--- src/rtl/i2cm_seq_pkg.sv ---
// rtl/i2cm_seq_pkg.sv - engine command codes, response status codes and sequencer states
// Shared by the sequencer and anything that talks to the i2cm byte engine.
package i2cm_seq_pkg;

  localparam logic [4:0] CMD_START = 5'b00001;
  localparam logic [4:0] CMD_WRITE = 5'b00010;
  localparam logic [4:0] CMD_READ  = 5'b00100;
  localparam logic [4:0] CMD_STOP  = 5'b01000;

  localparam logic [1:0] STS_OK    = 2'b00;
  localparam logic [1:0] STS_ANACK = 2'b01;
  localparam logic [1:0] STS_DNACK = 2'b10;
  localparam logic [1:0] STS_ERR   = 2'b11;

  typedef enum logic [3:0] {
    ST_IDLE, ST_START, ST_ADDR, ST_REG, ST_RSTART,
    ST_RADDR, ST_WDATA, ST_RDATA, ST_STOP, ST_RESP
  } seq_state_e;

  // Engine command a state issues; the repeated START reuses CMD_START.
  function automatic logic [4:0] state_cmd(seq_state_e s);
    case (s)
      ST_START, ST_RSTART:                 return CMD_START;
      ST_ADDR, ST_REG, ST_RADDR, ST_WDATA: return CMD_WRITE;
      ST_RDATA:                            return CMD_READ;
      ST_STOP:                             return CMD_STOP;
      default:                             return 5'b00000;
    endcase
  endfunction

endpackage

--- src/rtl/i2cm_seq_if.sv ---
// rtl/i2cm_seq_if.sv - request/response and engine command bundle for i2cm_seq
// master is the sequencer's view; slave is the requester plus byte engine.
interface i2cm_seq_if;
  logic        req_valid;
  logic        req_ready;
  logic        req_rd;
  logic [6:0]  req_dev;
  logic [7:0]  req_reg;
  logic [2:0]  req_len;
  logic [31:0] req_wdata;
  logic        abort;
  logic        rsp_valid;
  logic [31:0] rsp_rdata;
  logic [1:0]  rsp_status;
  logic [4:0]  eng_cmds;
  logic [4:0]  eng_cdone;
  logic [7:0]  eng_tbyte;
  logic        eng_txack;
  logic        eng_rxack;
  logic [7:0]  eng_rbyte;
  logic        eng_error;

  modport master (
    input  req_valid, req_rd, req_dev, req_reg, req_len, req_wdata, abort,
           eng_cdone, eng_rxack, eng_rbyte, eng_error,
    output req_ready, rsp_valid, rsp_rdata, rsp_status,
           eng_cmds, eng_tbyte, eng_txack
  );

  modport slave (
    output req_valid, req_rd, req_dev, req_reg, req_len, req_wdata, abort,
           eng_cdone, eng_rxack, eng_rbyte, eng_error,
    input  req_ready, rsp_valid, rsp_rdata, rsp_status,
           eng_cmds, eng_tbyte, eng_txack
  );
endinterface

--- src/rtl/i2cm_seq.sv ---
// rtl/i2cm_seq.sv - register-style I2C transaction sequencer driving the i2cm byte engine
// One request in, START/WRITE/READ/STOP commands out, one response pulse back.
module i2cm_seq
  import i2cm_seq_pkg::*;
(
  input logic       clk,
  input logic       rst_n,
  i2cm_seq_if.master bus
);

  seq_state_e  state_q, state_d;
  logic        cmd_on_q, cmd_on_d;
  logic        abort_q, abort_d;
  logic        ready_q, ready_d;
  logic [2:0]  cnt_q, cnt_d;
  logic [2:0]  len_q, len_d;
  logic        rd_q, rd_d;
  logic [6:0]  dev_q, dev_d;
  logic [7:0]  reg_q, reg_d;
  logic [31:0] wdata_q, wdata_d;
  logic [1:0]  status_q, status_d;
  logic [31:0] rdata_q, rdata_d;

  logic [4:0]  cmd;
  logic        last;
  logic        nack_chk;
  logic [4:0]  byte_idx;

  assign cmd      = state_cmd(state_q);
  assign last     = (cnt_q == len_q - 3'd1);
  assign nack_chk = (state_q == ST_ADDR) || (state_q == ST_REG) ||
                    (state_q == ST_RADDR) || (state_q == ST_WDATA);
  assign byte_idx = {cnt_q[1:0], 3'b000};
  assign ready_d  = (state_d == ST_IDLE);

  always_comb begin
    state_d  = state_q;
    cmd_on_d = cmd_on_q;
    abort_d  = abort_q;
    cnt_d    = cnt_q;
    len_d    = len_q;
    rd_d     = rd_q;
    dev_d    = dev_q;
    reg_d    = reg_q;
    wdata_d  = wdata_q;
    status_d = status_q;
    rdata_d  = rdata_q;
    unique case (state_q)
      ST_IDLE: begin
        abort_d = 1'b0;
        if (bus.req_valid && ready_q) begin
          rd_d     = bus.req_rd;
          dev_d    = bus.req_dev;
          reg_d    = bus.req_reg;
          len_d    = (bus.req_len > 3'd4) ? 3'd4 : bus.req_len;
          wdata_d  = bus.req_wdata;
          cnt_d    = 3'd0;
          status_d = STS_OK;
          rdata_d  = 32'd0;
          cmd_on_d = 1'b1;
          state_d  = ST_START;
        end
      end
      ST_RESP: state_d = ST_IDLE;
      default: begin
        abort_d = abort_q | bus.abort;
        if (bus.eng_error) begin
          cmd_on_d = 1'b0;
          status_d = STS_ERR;
          state_d  = ST_RESP;
        end else if (!cmd_on_q) begin
          // Re-raise only after a full low cycle so the engine sees a fresh command.
          cmd_on_d = 1'b1;
        end else if ((bus.eng_cdone & cmd) != 5'd0) begin
          cmd_on_d = 1'b0;
          if (state_q == ST_RDATA) rdata_d[byte_idx +: 8] = bus.eng_rbyte;
          if (nack_chk && bus.eng_rxack) begin
            status_d = ((state_q == ST_ADDR) || (state_q == ST_RADDR)) ? STS_ANACK : STS_DNACK;
            state_d  = ST_STOP;
          end else if ((abort_q | bus.abort) && (state_q != ST_STOP)) begin
            status_d = STS_ERR;
            state_d  = ST_STOP;
          end else begin
            case (state_q)
              ST_START:  state_d = ST_ADDR;
              ST_ADDR:   state_d = (len_q == 3'd0) ? ST_STOP : ST_REG;
              ST_REG: begin
                state_d = rd_q ? ST_RSTART : ST_WDATA;
                cnt_d   = 3'd0;
              end
              ST_RSTART: state_d = ST_RADDR;
              ST_RADDR: begin
                state_d = ST_RDATA;
                cnt_d   = 3'd0;
              end
              ST_WDATA, ST_RDATA: begin
                if (last) state_d = ST_STOP;
                else      cnt_d   = cnt_q + 3'd1;
              end
              default:   state_d = ST_RESP;
            endcase
          end
        end
      end
    endcase
  end

  always_ff @(posedge clk) begin
    if (!rst_n) begin
      state_q  <= ST_IDLE;
      cmd_on_q <= 1'b0;
      abort_q  <= 1'b0;
      ready_q  <= 1'b0;
      cnt_q    <= 3'd0;
      len_q    <= 3'd0;
      rd_q     <= 1'b0;
      dev_q    <= 7'd0;
      reg_q    <= 8'd0;
      wdata_q  <= 32'd0;
      status_q <= STS_OK;
      rdata_q  <= 32'd0;
    end else begin
      state_q  <= state_d;
      cmd_on_q <= cmd_on_d;
      abort_q  <= abort_d;
      ready_q  <= ready_d;
      cnt_q    <= cnt_d;
      len_q    <= len_d;
      rd_q     <= rd_d;
      dev_q    <= dev_d;
      reg_q    <= reg_d;
      wdata_q  <= wdata_d;
      status_q <= status_d;
      rdata_q  <= rdata_d;
    end
  end

  // A probe carries the requested direction in the address byte; full transactions start with a write.
  always_comb begin
    bus.eng_tbyte = 8'd0;
    case (state_q)
      ST_ADDR:  bus.eng_tbyte = {dev_q, (len_q == 3'd0) & rd_q};
      ST_REG:   bus.eng_tbyte = reg_q;
      ST_RADDR: bus.eng_tbyte = {dev_q, 1'b1};
      ST_WDATA: bus.eng_tbyte = wdata_q[byte_idx +: 8];
      default:  bus.eng_tbyte = 8'd0;
    endcase
  end

  assign bus.eng_cmds   = cmd_on_q ? cmd : 5'd0;
  assign bus.eng_txack  = (state_q == ST_RDATA) && last;
  assign bus.req_ready  = ready_q;
  assign bus.rsp_valid  = (state_q == ST_RESP);
  assign bus.rsp_rdata  = rdata_q;
  assign bus.rsp_status = status_q;

endmodule

--- src/flat_wrapper.sv ---
// flat-port wrapper written by rule: the top's interface ports become plain ports
module i2cm_seq_flat import i2cm_seq_pkg::*;
  (clk, rst_n, bus_req_valid, bus_req_rd, bus_req_dev, bus_req_reg, bus_req_len, bus_req_wdata, bus_abort, bus_eng_cdone, bus_eng_rxack, bus_eng_rbyte, bus_eng_error, bus_req_ready, bus_rsp_valid, bus_rsp_rdata, bus_rsp_status, bus_eng_cmds, bus_eng_tbyte, bus_eng_txack);
  i2cm_seq_if bus_i ();
  input logic clk;
  input logic rst_n;
  input wire logic [$bits(bus_i.req_valid)-1:0] bus_req_valid;
  input wire logic [$bits(bus_i.req_rd)-1:0] bus_req_rd;
  input wire logic [$bits(bus_i.req_dev)-1:0] bus_req_dev;
  input wire logic [$bits(bus_i.req_reg)-1:0] bus_req_reg;
  input wire logic [$bits(bus_i.req_len)-1:0] bus_req_len;
  input wire logic [$bits(bus_i.req_wdata)-1:0] bus_req_wdata;
  input wire logic [$bits(bus_i.abort)-1:0] bus_abort;
  input wire logic [$bits(bus_i.eng_cdone)-1:0] bus_eng_cdone;
  input wire logic [$bits(bus_i.eng_rxack)-1:0] bus_eng_rxack;
  input wire logic [$bits(bus_i.eng_rbyte)-1:0] bus_eng_rbyte;
  input wire logic [$bits(bus_i.eng_error)-1:0] bus_eng_error;
  output wire logic [$bits(bus_i.req_ready)-1:0] bus_req_ready;
  output wire logic [$bits(bus_i.rsp_valid)-1:0] bus_rsp_valid;
  output wire logic [$bits(bus_i.rsp_rdata)-1:0] bus_rsp_rdata;
  output wire logic [$bits(bus_i.rsp_status)-1:0] bus_rsp_status;
  output wire logic [$bits(bus_i.eng_cmds)-1:0] bus_eng_cmds;
  output wire logic [$bits(bus_i.eng_tbyte)-1:0] bus_eng_tbyte;
  output wire logic [$bits(bus_i.eng_txack)-1:0] bus_eng_txack;
  assign bus_i.req_valid = bus_req_valid;
  assign bus_i.req_rd = bus_req_rd;
  assign bus_i.req_dev = bus_req_dev;
  assign bus_i.req_reg = bus_req_reg;
  assign bus_i.req_len = bus_req_len;
  assign bus_i.req_wdata = bus_req_wdata;
  assign bus_i.abort = bus_abort;
  assign bus_i.eng_cdone = bus_eng_cdone;
  assign bus_i.eng_rxack = bus_eng_rxack;
  assign bus_i.eng_rbyte = bus_eng_rbyte;
  assign bus_i.eng_error = bus_eng_error;
  assign bus_req_ready = bus_i.req_ready;
  assign bus_rsp_valid = bus_i.rsp_valid;
  assign bus_rsp_rdata = bus_i.rsp_rdata;
  assign bus_rsp_status = bus_i.rsp_status;
  assign bus_eng_cmds = bus_i.eng_cmds;
  assign bus_eng_tbyte = bus_i.eng_tbyte;
  assign bus_eng_txack = bus_i.eng_txack;
  i2cm_seq u_core (.clk(clk), .rst_n(rst_n), .bus(bus_i));
endmodule
--- config.mk ---
export PLATFORM = sky130hd
export DESIGN_NAME = i2cm_seq_flat
export DESIGN_NICKNAME = d
export VERILOG_FILES = /design/src/rtl/i2cm_seq_pkg.sv /design/src/rtl/i2cm_seq_if.sv /design/src/rtl/i2cm_seq.sv /design/src/flat_wrapper.sv
export SDC_FILE = /design/constraint.sdc
export NUM_CORES = 1
export LEC_CHECK = 0
export BUFFER_PORTS_ARGS = -buffer_cell sky130_fd_sc_hd__buf_2
export CAP_MARGIN = 5
export CORE_UTILIZATION = 27
export CTS_BUF_LIST = sky130_fd_sc_hd__clkbuf_16
export CTS_CLUSTER_SIZE = 24
export DETAILED_ROUTE_END_ITERATION = 8
export HOLD_SLACK_MARGIN = 0.03
export PLACE_DENSITY = 0.49
export SETUP_SLACK_MARGIN = 0.2
export SLEW_MARGIN = 20
export SYNTH_ARGS = -nofsm -noshare
export SYNTH_HDL_FRONTEND = slang
export SYNTH_SLANG_ARGS = --single-unit
--- constraint.sdc ---
create_clock -name clk -period 8.1 [get_ports clk]
set_input_delay 0.405 -clock clk [delete_from_list [all_inputs] [get_ports clk]]
set_output_delay 0.405 -clock clk [all_outputs]
set_load 0.05 [all_outputs]
==> summary.txt <==
Route
  – DRC viols: 0
  – WL/cell: 14.69 um
  – Drt first-iter violations: 246
  – Drt first pass iters: 4
  – Vias per cell: 4.762
  – WL final: 12.94 mm
  – Via count: 4195
  – Post-DRT Antenna Nets: 0

Timing
  – Period utilization: 0.4428
  – Max_slew headroom: 0.3137
  – Final Skew: 0.01019 ns
  – Fin Hold WS: 0.2875 ns
  – Final hold vios: 0
  – Slew Viols, Final: 0
  – Worst slew pin tran: 1.029 ns
  – Final min period: 3.586 ns
  – Post-Route Setup TNS: 0 ns
  – Max Clk Rate: 278.8 MHz
  – # setup viols final: 0
  – RSZ-0062 raised after global routing: no
  – Crit path setup slack, layout: 4.514 ns

GRT
  – Total GRT Usage: 0.1520
  – Vias in the first global route: 4006
  – Initial antenna violation count: 0
  – First-pass GRT wire length: 20.87 mm
  – Global route overflow: 0
  – Pin count of the biggest net entering global routing: 96

Clock network
  – Clock latency on the worst-skew pair: 0.35 ns
  – Post-cts resize count: 0
  – TritonCTS Buffers: 9
  – TritonCTS clock tree: yes
  – CTS max path bufs: 2
  – Setup bufs post-CTS: 0
  – H-Tree Depth: 3
  – Hold buffers post-CTS: 0
  – Root Buffer Master: clkbuf_16
  – Clock-pin slew on the worst setup and hold paths: 0.07 ns
  – Clock Sinks: 99

Yosys
  – FF+latch count, synth: 99
  – Largest area contributor in the netlist: dfxtp_1
  – Netlist cell types: 57
  – Cells after synthesis: 567
  – Ys async rst share: 0
  – Post-synth top area share: 0.4352
  – Mapped Nets: 644
  – Ys flop type: dfxtp_1
  – Synth area leaders: dfxtp_1 44%, nand2_1 12%, a21oi_1 9.7%, mux4_2 4.0%, nand3_1 3.2%
  – EDFF count, synth: 0
  – Mapped Area: 4554 um2
  – Sequential area share after synthesis: 0.4352
  – Most common cell in the synthesized netlist: nand2_1
  – Synth cell count leaders: 147 x nand2_1, 99 x dfxtp_1, 88 x a21oi_1
  – Synthesis Warnings: 0
  – Mean Syn Cell Area: 8.032 um2

Placed design
  – Worst slack at placement: 4.453 ns
  – Final GP Congestion: 0.8296
  – Dpl hpwl: 9.104 mm
  – Area post-placement: 5260 um2
  – Port Buf Inserts: 117
  – Placed cells: 865

Worst setup path
  – Crit-path max FO: 55
  – CP max stage delay: 0.98 ns
  – Crit path DAT: 3.77 ns
  – Worst EP required: 8.29 ns
  – CP Cell Sequence: nor4_4 > and3_2 > o2bb2ai_1 > or2_2 > nand2_1 > a21oi_1
  – Critical path class: reg -> reg
  – Slowest CP cell: and3_2
  – Reg2Reg Depth: 6
  – CP endpoint kind: flop
  – Startpoint types: flop

Power and ir drop
  – Power Density: 252.5 nW/um2
  – VDD IR max: 100.6 uV
  – Total power: 1.405 mW
  – Leak: 2.168 nW

Floorplan
  – Core footprint: 16520 um2
  – Row cnt: 47
  – IO Pins: 120
  – Die Wd: 131.9 um
  – Die Area: 17390 um2
  – Starting Density: 0.2756
  – Die extent in y: 131.9 um

Cells and area
  – Syn-to-layout area delta: 22.20%
  – Share of cells above drive strength 1: 0.2409
  – Design area: 5565 um2
  – Nets: 733
  – Fin cells: 881
  – Utilization after layout: 0.3368

Outcome
  – Status: complete, no violations

Min path
  – Hold path depth: 3
  – Worst hold path class: in -> reg

Job
  – Max Cap Viol: 0
critical path, delay by kind of cell, from the launching register on:
family	cells	cell delay [ns]
flops	1	0.50
simple gates	4	2.30
compound gates	2	0.62
placed cells by master, fill, tap and decap left out, drive strengths merged, types with 2 or more instances in the layout:
cell / instances
clkbuf: 9
nor3: 10
nor4b: 2
o21ai: 13
mux2i: 2
or4: 2
or2: 5
nand3b: 3
dfxtp: 99
a21oi: 88
a31oi: 4
nand2: 148
and4: 3
a22o: 2
inv: 14
xnor2: 3
nor2: 26
nand3: 29
ha: 7
and2: 7
and3: 2
nor4: 4
mux4: 8
a22oi: 18
nor2b: 6
or3: 3
buf: 118
routing by layer:
layer,GRT usage,part of all wire,routed length (um),vias to the layer above
met3,0.04614,0.060,770,6
met2,0.2366,0.47,6024,111
li1,-,-,-,2136
met4,0.03682,0.0090,116,0
met1,0.2047,0.47,6028,1942
met5,0,0,0,-
where the power goes:
group | internal (mW) | leakage (nW) | total [mW] | switching (mW)
combinational | 0.122 | 1.22 | 0.384 | 0.261
sequential | 0.539 | 0.802 | 0.581 | 0.0421
clock | 0.242 | 0.146 | 0.441 | 0.198
sequential cells by signal, summed over array words and instances, names as in the netlist:
register               flops
u_core.wdata_q            32
u_core.bus.req_ready       1
u_core.abort_q             1
u_core.dev_q               7
u_core.rd_q                1
u_core.cnt_q               3
u_core.cmd                 4
u_core.bus.rsp_status      2
u_core.state_q             4
u_core.cmd_on_q            1
u_core.bus.rsp_rdata      32
u_core.len_q               3
u_core.reg_q               8
final timing paths:
path / slack [ns] / end / from
setup / recovery: 4.51 / u_core.bus.rsp_rdata[16] / u_core.state_q[1]
hold / removal: 0.29 / u_core.wdata_q[9] / bus_req_wdata[9]
setup reg to reg: 4.51 / u_core.bus.rsp_rdata[16] / u_core.state_q[1]
hold reg to reg: 0.45 / u_core.bus.rsp_rdata[30] / u_core.bus.rsp_rdata[30]
area by class of cell:
cell class	instances	area (um2)
clock buffer	9	225.2
fill	1803	10960
clock inverter	6	71.32
sequential	99	1982
antenna	1	2.502
inverter	10	37.54
timing repair buffer	118	593.1
tap	220	275.3
multi-input combinational	418	2379
kinds of logic after synthesis:
family | Yosys count | share of synthesized area
XOR/XNOR | 5 | 0.01291
AND/OR/NAND/NOR | 254 | 0.2593
adder cells (fa/ha/maj) | 7 | 0.01923
other | 1 | 0.0008234
flip-flops | 99 | 0.4352
buffers and inverters | 50 | 0.04643
multiplexers | 10 | 0.04396
AO/OA/AOI/OAI | 141 | 0.1821
Note: power is estimated with default switching activity, not from simulation.
